===== src/rtl/led_pwm_fade_wb.sv =====
// led_pwm_fade_wb: Wishbone soft LED PWM controller, N_CH channels with linear fade toward target duty.
// Duty changes are applied only at the period boundary through a per-channel shadow register.
module led_pwm_fade_wb #(
   parameter int N_CH       = 3,
   parameter int PWM_W      = 8,
   parameter int PRESCALE_W = 16
) (
   input  logic              clk,
   input  logic              rst,
   output logic [N_CH-1:0]   pwm_out,
   input  logic [4:0]        wb_addr,
   output logic [31:0]       wb_rdata,
   input  logic [31:0]       wb_wdata,
   input  logic              wb_we,
   input  logic              wb_cyc,
   output logic              wb_ack
);
   localparam logic [PWM_W-1:0] CNT_LAST = PWM_W'((1 << PWM_W) - 2);

   logic                  en;
   logic                  fade_en;
   logic [PRESCALE_W-1:0] prescale;
   logic [PRESCALE_W-1:0] pre_cnt;
   logic [PWM_W-1:0]      cnt;
   logic [PWM_W-1:0]      target [N_CH];
   logic [PWM_W-1:0]      cur    [N_CH];
   logic [PWM_W-1:0]      shadow [N_CH];
   logic [N_CH-1:0]       status;
   logic                  access;
   logic                  wr;
   logic                  tick;
   logic [31:0]           rd;
   logic                  unused_wdata;

   assign access       = wb_cyc & ~wb_ack;
   assign wr           = access & wb_we;
   assign tick         = en & (pre_cnt == '0);
   assign unused_wdata = ^wb_wdata;

   always_comb begin
      status = '0;
      for (int i = 0; i < N_CH; i++)
         status[i] = cur[i] != target[i];
   end

   always_comb begin
      rd = '0;
      if (wb_addr == 5'd0)
         rd = {30'd0, fade_en, en};
      else if (wb_addr == 5'd1)
         rd = 32'(prescale);
      else if (wb_addr == 5'd2)
         rd = 32'(status);
      for (int i = 0; i < N_CH; i++) begin
         if (wb_addr == 5'(8 + i))
            rd = 32'(target[i]);
         if (wb_addr == 5'(16 + i))
            rd = 32'(cur[i]);
      end
   end

   always_ff @(posedge clk or posedge rst) begin
      if (rst) begin
         wb_ack   <= 1'b0;
         wb_rdata <= '0;
         en       <= 1'b0;
         fade_en  <= 1'b0;
         prescale <= '0;
      end else begin
         wb_ack   <= access;
         wb_rdata <= access ? rd : '0;
         if (wr && wb_addr == 5'd0)
            {fade_en, en} <= wb_wdata[1:0];
         if (wr && wb_addr == 5'd1)
            prescale <= wb_wdata[PRESCALE_W-1:0];
      end
   end

   // Shared period counter and fade prescaler; both parked at 0 while disabled.
   always_ff @(posedge clk or posedge rst) begin
      if (rst) begin
         cnt     <= '0;
         pre_cnt <= '0;
      end else if (!en) begin
         cnt     <= '0;
         pre_cnt <= '0;
      end else begin
         cnt     <= (cnt == CNT_LAST) ? '0 : cnt + PWM_W'(1);
         pre_cnt <= tick ? prescale : pre_cnt - PRESCALE_W'(1);
      end
   end

   // At cnt=0 the comparator uses CUR directly, the same value the shadow captures for the rest of the period.
   always_ff @(posedge clk or posedge rst) begin
      if (rst) begin
         pwm_out <= '0;
         for (int i = 0; i < N_CH; i++) begin
            target[i] <= '0;
            cur[i]    <= '0;
            shadow[i] <= '0;
         end
      end else begin
         for (int i = 0; i < N_CH; i++) begin
            if (wr && wb_addr == 5'(8 + i))
               target[i] <= wb_wdata[PWM_W-1:0];
            if (!fade_en)
               cur[i] <= target[i];
            else if (tick && cur[i] != target[i])
               cur[i] <= (cur[i] < target[i]) ? cur[i] + PWM_W'(1) : cur[i] - PWM_W'(1);
            if (en && cnt == '0)
               shadow[i] <= cur[i];
            pwm_out[i] <= en & (cnt < ((cnt == '0) ? cur[i] : shadow[i]));
         end
      end
   end
endmodule


===== config.mk =====
export PLATFORM = sky130hd
export DESIGN_NAME = led_pwm_fade_wb
export DESIGN_NICKNAME = d
export VERILOG_FILES = /design/src/rtl/led_pwm_fade_wb.sv
export SDC_FILE = /design/constraint.sdc
export NUM_CORES = 1
export LEC_CHECK = 0
export ABC_AREA = 1
export CAP_MARGIN = 20
export CORE_MARGIN = 4
export CORE_UTILIZATION = 50
export CTS_CLUSTER_SIZE = 30
export DETAILED_ROUTE_END_ITERATION = 8
export PLACE_DENSITY = 0.75
export SLEW_MARGIN = 20
export SYNTH_ARGS = -nofsm -noshare
export SYNTH_HDL_FRONTEND = slang
export SYNTH_SLANG_ARGS = --single-unit

===== constraint.sdc =====
create_clock -name clk -period 5.45 [get_ports clk]
set_clock_uncertainty 0.15 [all_clocks]
set_input_delay 0.545 -clock clk [delete_from_list [all_inputs] [get_ports clk]]
set_output_delay 0.545 -clock clk [all_outputs]
set_load 0.1 [all_outputs]

**After elaboration in Yosys (flattened, before gate mapping)**

Index checks and enable logic that the tools add are counted.

- Output and inout bits: 36
- Bits in registers: 150
- Bits in latches: 0
- ROM bits: 0
- Word-level logic and storage cells: 91
- Memories: 0
- Bits in writable memories: 0

- Shifts and indexed selects: 0
- Divide/modulo/power cells: 0
- Bitwise operators: 7
- $lt $le $gt $ge: 6
- Muxes and demuxes: 26
- $mul: 0
- Equal/unequal tests: 15
- $add $sub $neg: 8
- Reductions and logical operators: 12

Operator list:

| kind | count |
|---|---|
| $mux W32 | 7 |
| $mux W8 | 14 |
| $mux W16 | 4 |
| $lt A8 B8 Y1 | 6 |
| $add A8 B1 Y8 const B | 4 |
| $ne A8 B8 Y1 | 3 |
| $sub A8 B1 Y8 const B | 3 |
| $logic_not A16 Y1 | 1 |
| $sub A16 B1 Y16 const B | 1 |
| $eq A5 B4 Y1 const B | 3 |
| $eq A5 B5 Y1 const B | 3 |
| $logic_and A1 B1 Y1 | 9 |
| $eq A8 B8 Y1 const B | 1 |
| $logic_not A8 Y1 | 1 |
| $and A1 B1 Y1 | 6 |
| $ne A2 B1 Y1 const B | 3 |
| $eq A5 B1 Y1 const B | 1 |
| $eq A5 B2 Y1 const B | 1 |
| $logic_not A5 Y1 | 1 |
| $mux W3 | 1 |
| $not A1 Y1 | 1 |

**Depth between registers and ports, before layout**

- Word-level depth: 11
- Mapped depth: 16
- Gate-level depth less buffers: 16

**Worst setup path after synthesis**

Ideal clock, no wire load.

- Kind: reg2reg
- From: reg cur[17] in the netlist's numbering
- To: reg cur[22] in the netlist's numbering
- Data required time: 5.213 ns
- Data arrival time: 2.244 ns
- Stages on the path, launching flop included: 14
- Buffers on the path: 0
- Setup slack: 2.970 ns
- Clock period less this slack: 2.480 ns
- Library setup time: 0.087 ns
- Cells stage by stage: dfrtp_1 ha_1 a21oi_1 o21ai_0 nand2_1 nand2_1 ha_1 inv_1 o21ai_0 nand2_1 nand3_1 xor2_1 nand2_1 o211ai_1

- Cells in the longest elaborated chain, start to end: 4
- Elaborated cells between the ends (all ways): 9
- Classes of those cells: 2 x add/sub; 1 x order compare; 2 x eq/ne; 3 x mux; 1 x reduce/logical

RTL lines:

| what | RTL line | text |
|---|---|---|
| start: declaration | 26 | `logic [PWM_W-1:0] cur [N_CH];` |
| start signal: indexed assignment | 107 | `cur[i] <= target[i];` |
| start signal: indexed assignment | 109 | `cur[i] <= (cur[i] < target[i]) ? cur[i] + PWM_W'(1) : cur[i] - PWM_W'(1);` |
| $sub A8 B1 Y8 (tied with other cells) | 109 |  |
| $mux W8 | 109 |  |
| $mux W8 | 108 | `else if (tick && cur[i] != target[i])` |
| $mux W8 | 106 | `if (!fade_en)` |

Parallel ways exist; a longest one is shown, timed or not. The select of a mux whose other input is x is not followed.
A chain may end at the register's enable or synchronous reset.

**Final worst setup path**

- From: reg cnt[0]
- To: reg pwm_out[0]

- Cells in the longest elaborated chain, start to end: 4

RTL lines:

| what | RTL line | text |
|---|---|---|
| start: declaration | 24 | `logic [PWM_W-1:0] cnt;` |
| start signal: assignment | 88 | `cnt <= (cnt == CNT_LAST) ? '0 : cnt + PWM_W'(1);` |
| $logic_not A8 Y1 | 112 | `pwm_out[i] <= en & (cnt < ((cnt == '0) ? cur[i] : shadow[i]));` |
| $mux W8 | 112 |  |
| $lt A8 B8 Y1 * | 112 |  |
| $and A1 B1 Y1 * | 112 |  |
| end signal: indexed assignment | 112 |  |
| end: declaration | 10 | `output logic [N_CH-1:0] pwm_out,` |

Mark *: on every way between the ends. The rest lies on a longest branch, timed or not.

==> metrics.yaml <==
synth:
  yosys-top-cells-count: "234 x nand2_1, 152 x inv_1, 134 x dfrtp_1, 97 x o21ai_0, 81 x nor2_1"
  synthArstFlopShare: 1.000
  synth_enable_flop_cells: 0
  yosys_warnings: 0
  synth.most_common_cell: "nand2_1"
  ys_ff_latch: 134
  synth.avg_cell_area_um2: 7.738
  synth_area_leader_cell: "dfrtp_1"
  ys_seq_area_frac: 0.3957
  ys.flop_type: "dfrtp_1"
  syn_inst: 1095
  synthDistinctLibCells: 39
  synth_area_um2: 8473
  synthTopCellsByArea: "dfrtp_1 40%, nand2_1 10%, ha_1 10%"
  yosys.area.top_type_share: 0.3957
die:
  die_area_um2: 19090
  io-pin-count: 77
  initial_core_util: 0.5109
  core_um2: 16580
  die_w_um: 138.2
  die_h_um: 138.2
  rows: 47
cts:
  insertion_delay_ns: 0.43
  cts_setup_buffers: 0
  cts_hold_buf: 0
  cts_buffer_depth: 2
  cts-root-buf: "clkbuf_16"
  cts_tree: "yes"
  cts_max_level: 4
  cts_sinks: 134
  cts_buffers: 17
  clk_transition_reported_paths_ns: 0.06
  cts_resized: 0
global_route:
  grt_pass1_wl_um: 35390
  grt_overflow_total: 0
  grt_max_degree: 89
  grt_pass1_vias: 7035
  grt_usage: 0.2272
  antenna_found_initial: 0
run_status:
  status: "finished, final reports clean"
drt:
  first_pass_iters: 5
  via_count: 7428
  final_antenna_net_count: 0
  drc_errors: 0
  vias_per_cell: 5.426
  drt_iter0_markers: 734
  drt_wl_total_um: 21060
  wl_per_cell_um: 15.38
sta:
  rsz0062_at_grt: "no"
  fmax_ghz: 0.3102
  hold_slack_ns: 0.3051
  final-setup-viol-count: 0
  relSlewSlack: 0.3395
  min_period_ns: 3.224
  tightest_slew_ns: 0.9876
  fin_setup_tns_ns: 0
  maxSlewViolCount: 0
  hold_violations: 0
  timing.final.crit_share: 0.5915
setup_path:
  cp_max_fo: 30
  max_stage_delay_ns: 0.42
  worst-path-buf-inv: 2
  startpoint: "cnt[0]$_DFF_PP0_"
  arrival_ns: 3.41
  crit_chain: "inv_1, ha_1, nand2_1, nor2_1, nand2_1, buf_4, a21oi_1, ha_1, a211oi_1, nand3_1, a21oi_1"
  crit_required_ns: 5.64
  reg2reg_from: "cnt[0]$_DFF_PP0_"
  worstSetupPathType: "register to register"
  cpMaxStageDelayCell: "dfrtp_1"
  cp-start-kind: "register"
  cp-end-kind: "register"
  crit_family: "simple AND/OR/NAND/NOR gates"
layout:
  drive_gt1_frac: 0.05396
  nNetsFinal: 1251
  antenna_cells: 0
  syn_to_final_growth_pct: 13.70
  fin_area_um2: 9634
power_and_ir_drop:
  p_total_w: 0.003773
  powerDensity_nw_per_um2: 391.6
  vdd_drop_max_v: 0.0002341
  leakage_nw: 4.846
min_path:
  hold_path_class: "register to register"
  hold_start: "pre_cnt[0]$_DFF_PP0_"
placed_design:
  hpwl_um: 15540
  io_buffers: 44
  gp_congestion: 0.9104
  place_area_um2: 9061
run:
  cap_viol_max_count: 0
==> cells in the final DEF, fill, tap and decap left out, drive strengths merged <==
| master | n |
|---|---|
| o211ai | 8 |
| mux2 | 4 |
| o22ai | 5 |
| a21oi | 69 |
| nand3b | 8 |
| dfrtp | 134 |
| conb | 16 |
| a21boi | 1 |
| ha | 70 |
| xnor2 | 5 |
| o21ai | 114 |
| a31oi | 6 |
| nand4 | 18 |
| clkbuf | 20 |
| fa | 3 |
| or2 | 1 |
| inv | 161 |
| buf | 4 |
| clkinvlp | 4 |
| xor2 | 25 |
| o221ai | 6 |
| nor4 | 1 |
| bufinv | 2 |
| o21a | 3 |
| nand3 | 66 |
| nand2 | 242 |
| clkdlybuf4s50 | 44 |
| nor2 | 88 |
| a211oi | 8 |
| clkinv | 4 |
| nor3 | 8 |
| o21bai | 1 |
==> report_power, final <==
group / leakage (nW) / total [W] / internal (W) / switching (W)
clock: 0.269 / 0.00113 / 0.000683 / 0.000444
combinational: 2.78 / 0.00138 / 0.000475 / 0.000906
sequential: 1.79 / 0.00127 / 0.00114 / 0.000127
==> worst paths after layout <==
| check | endpoint | slack (ns) | cells after the start |
|---|---|---|---|
| max in group asynchronous | cnt[2]$_DFF_PP0_ | 3.58 | 3 |
| hold reg to reg | pre_cnt[0]$_DFF_PP0_ | 0.31 | 1 |
| setup / recovery | pwm_out[0]$_DFF_PP0_ | 2.23 | 11 |
| setup reg to reg | pwm_out[0]$_DFF_PP0_ | 2.23 | 11 |
| min in group asynchronous | wb_rdata[8]$_DFF_PP0_ | 0.48 | 2 |
| hold / removal | pre_cnt[0]$_DFF_PP0_ | 0.31 | 1 |
==> worst register-to-register path: stages (launching register included) <==
cell and delay [ns]:
dfrtp_1 0.42, inv_1 0.17, ha_1 0.18, nand2_1 0.05, nor2_1 0.28, nand2_1 0.37
buf_4 0.35, a21oi_1 0.24, ha_1 0.30, a211oi_1 0.29, nand3_1 0.13, a21oi_1 0.19
==> layer usage <==
layer / track usage / vias to the layer above / routed length (um)
li1: - / 3649 / -
met1: 0.3223 / 3512 / 9693
met2: 0.3448 / 219 / 9555
met3: 0.04454 / 48 / 1189
met4: 0.08944 / 0 / 623
met5: 0 / - / 0
==> sequential cells by signal, summed over array words and instances (netlist names) <==
| register | count |
|---|---|
| wb_ack | 1 |
| fade_en | 1 |
| pwm_out | 3 |
| wb_rdata | 16 |
| prescale | 16 |
| cnt | 8 |
| pre_cnt | 16 |
| cur | 24 |
| shadow | 24 |
| target | 24 |
| en | 1 |
==> metrics by stage <==
step / utilization / instances / worst slack, ns
after floorplan: - / 1110 / 1.172
after global placement: 0.5464 / 1338 / 2.177
after detailed placement: 0.5464 / 1338 / 2.186
after CTS: 0.5810 / 1369 / 2.244
after global routing: 0.5810 / 1369 / 1.967
final: 0.5810 / 1369 / 2.226
==> logic make-up after synthesis <==
logic type      synth area share
compound gates            0.1410
xor+xnor                 0.03101
fa+ha+maj                 0.1105
buf+inv                  0.09687
flops                     0.3957
mux                     0.005316
other cells            0.0004426
simple gates              0.2191
==> layout make-up <==
type | count | area, um2
Tap cell | 220 | 275.3
Multi-Input combinational cell | 776 | 4355
Inverter | 160 | 606.8
Timing Repair Buffer | 48 | 470.5
Clock inverter | 11 | 126.4
Fill cell | 1524 | 6949
Sequential cell | 134 | 3353
Clock buffer | 20 | 446.7
Power figures use the tool's default switching activity.
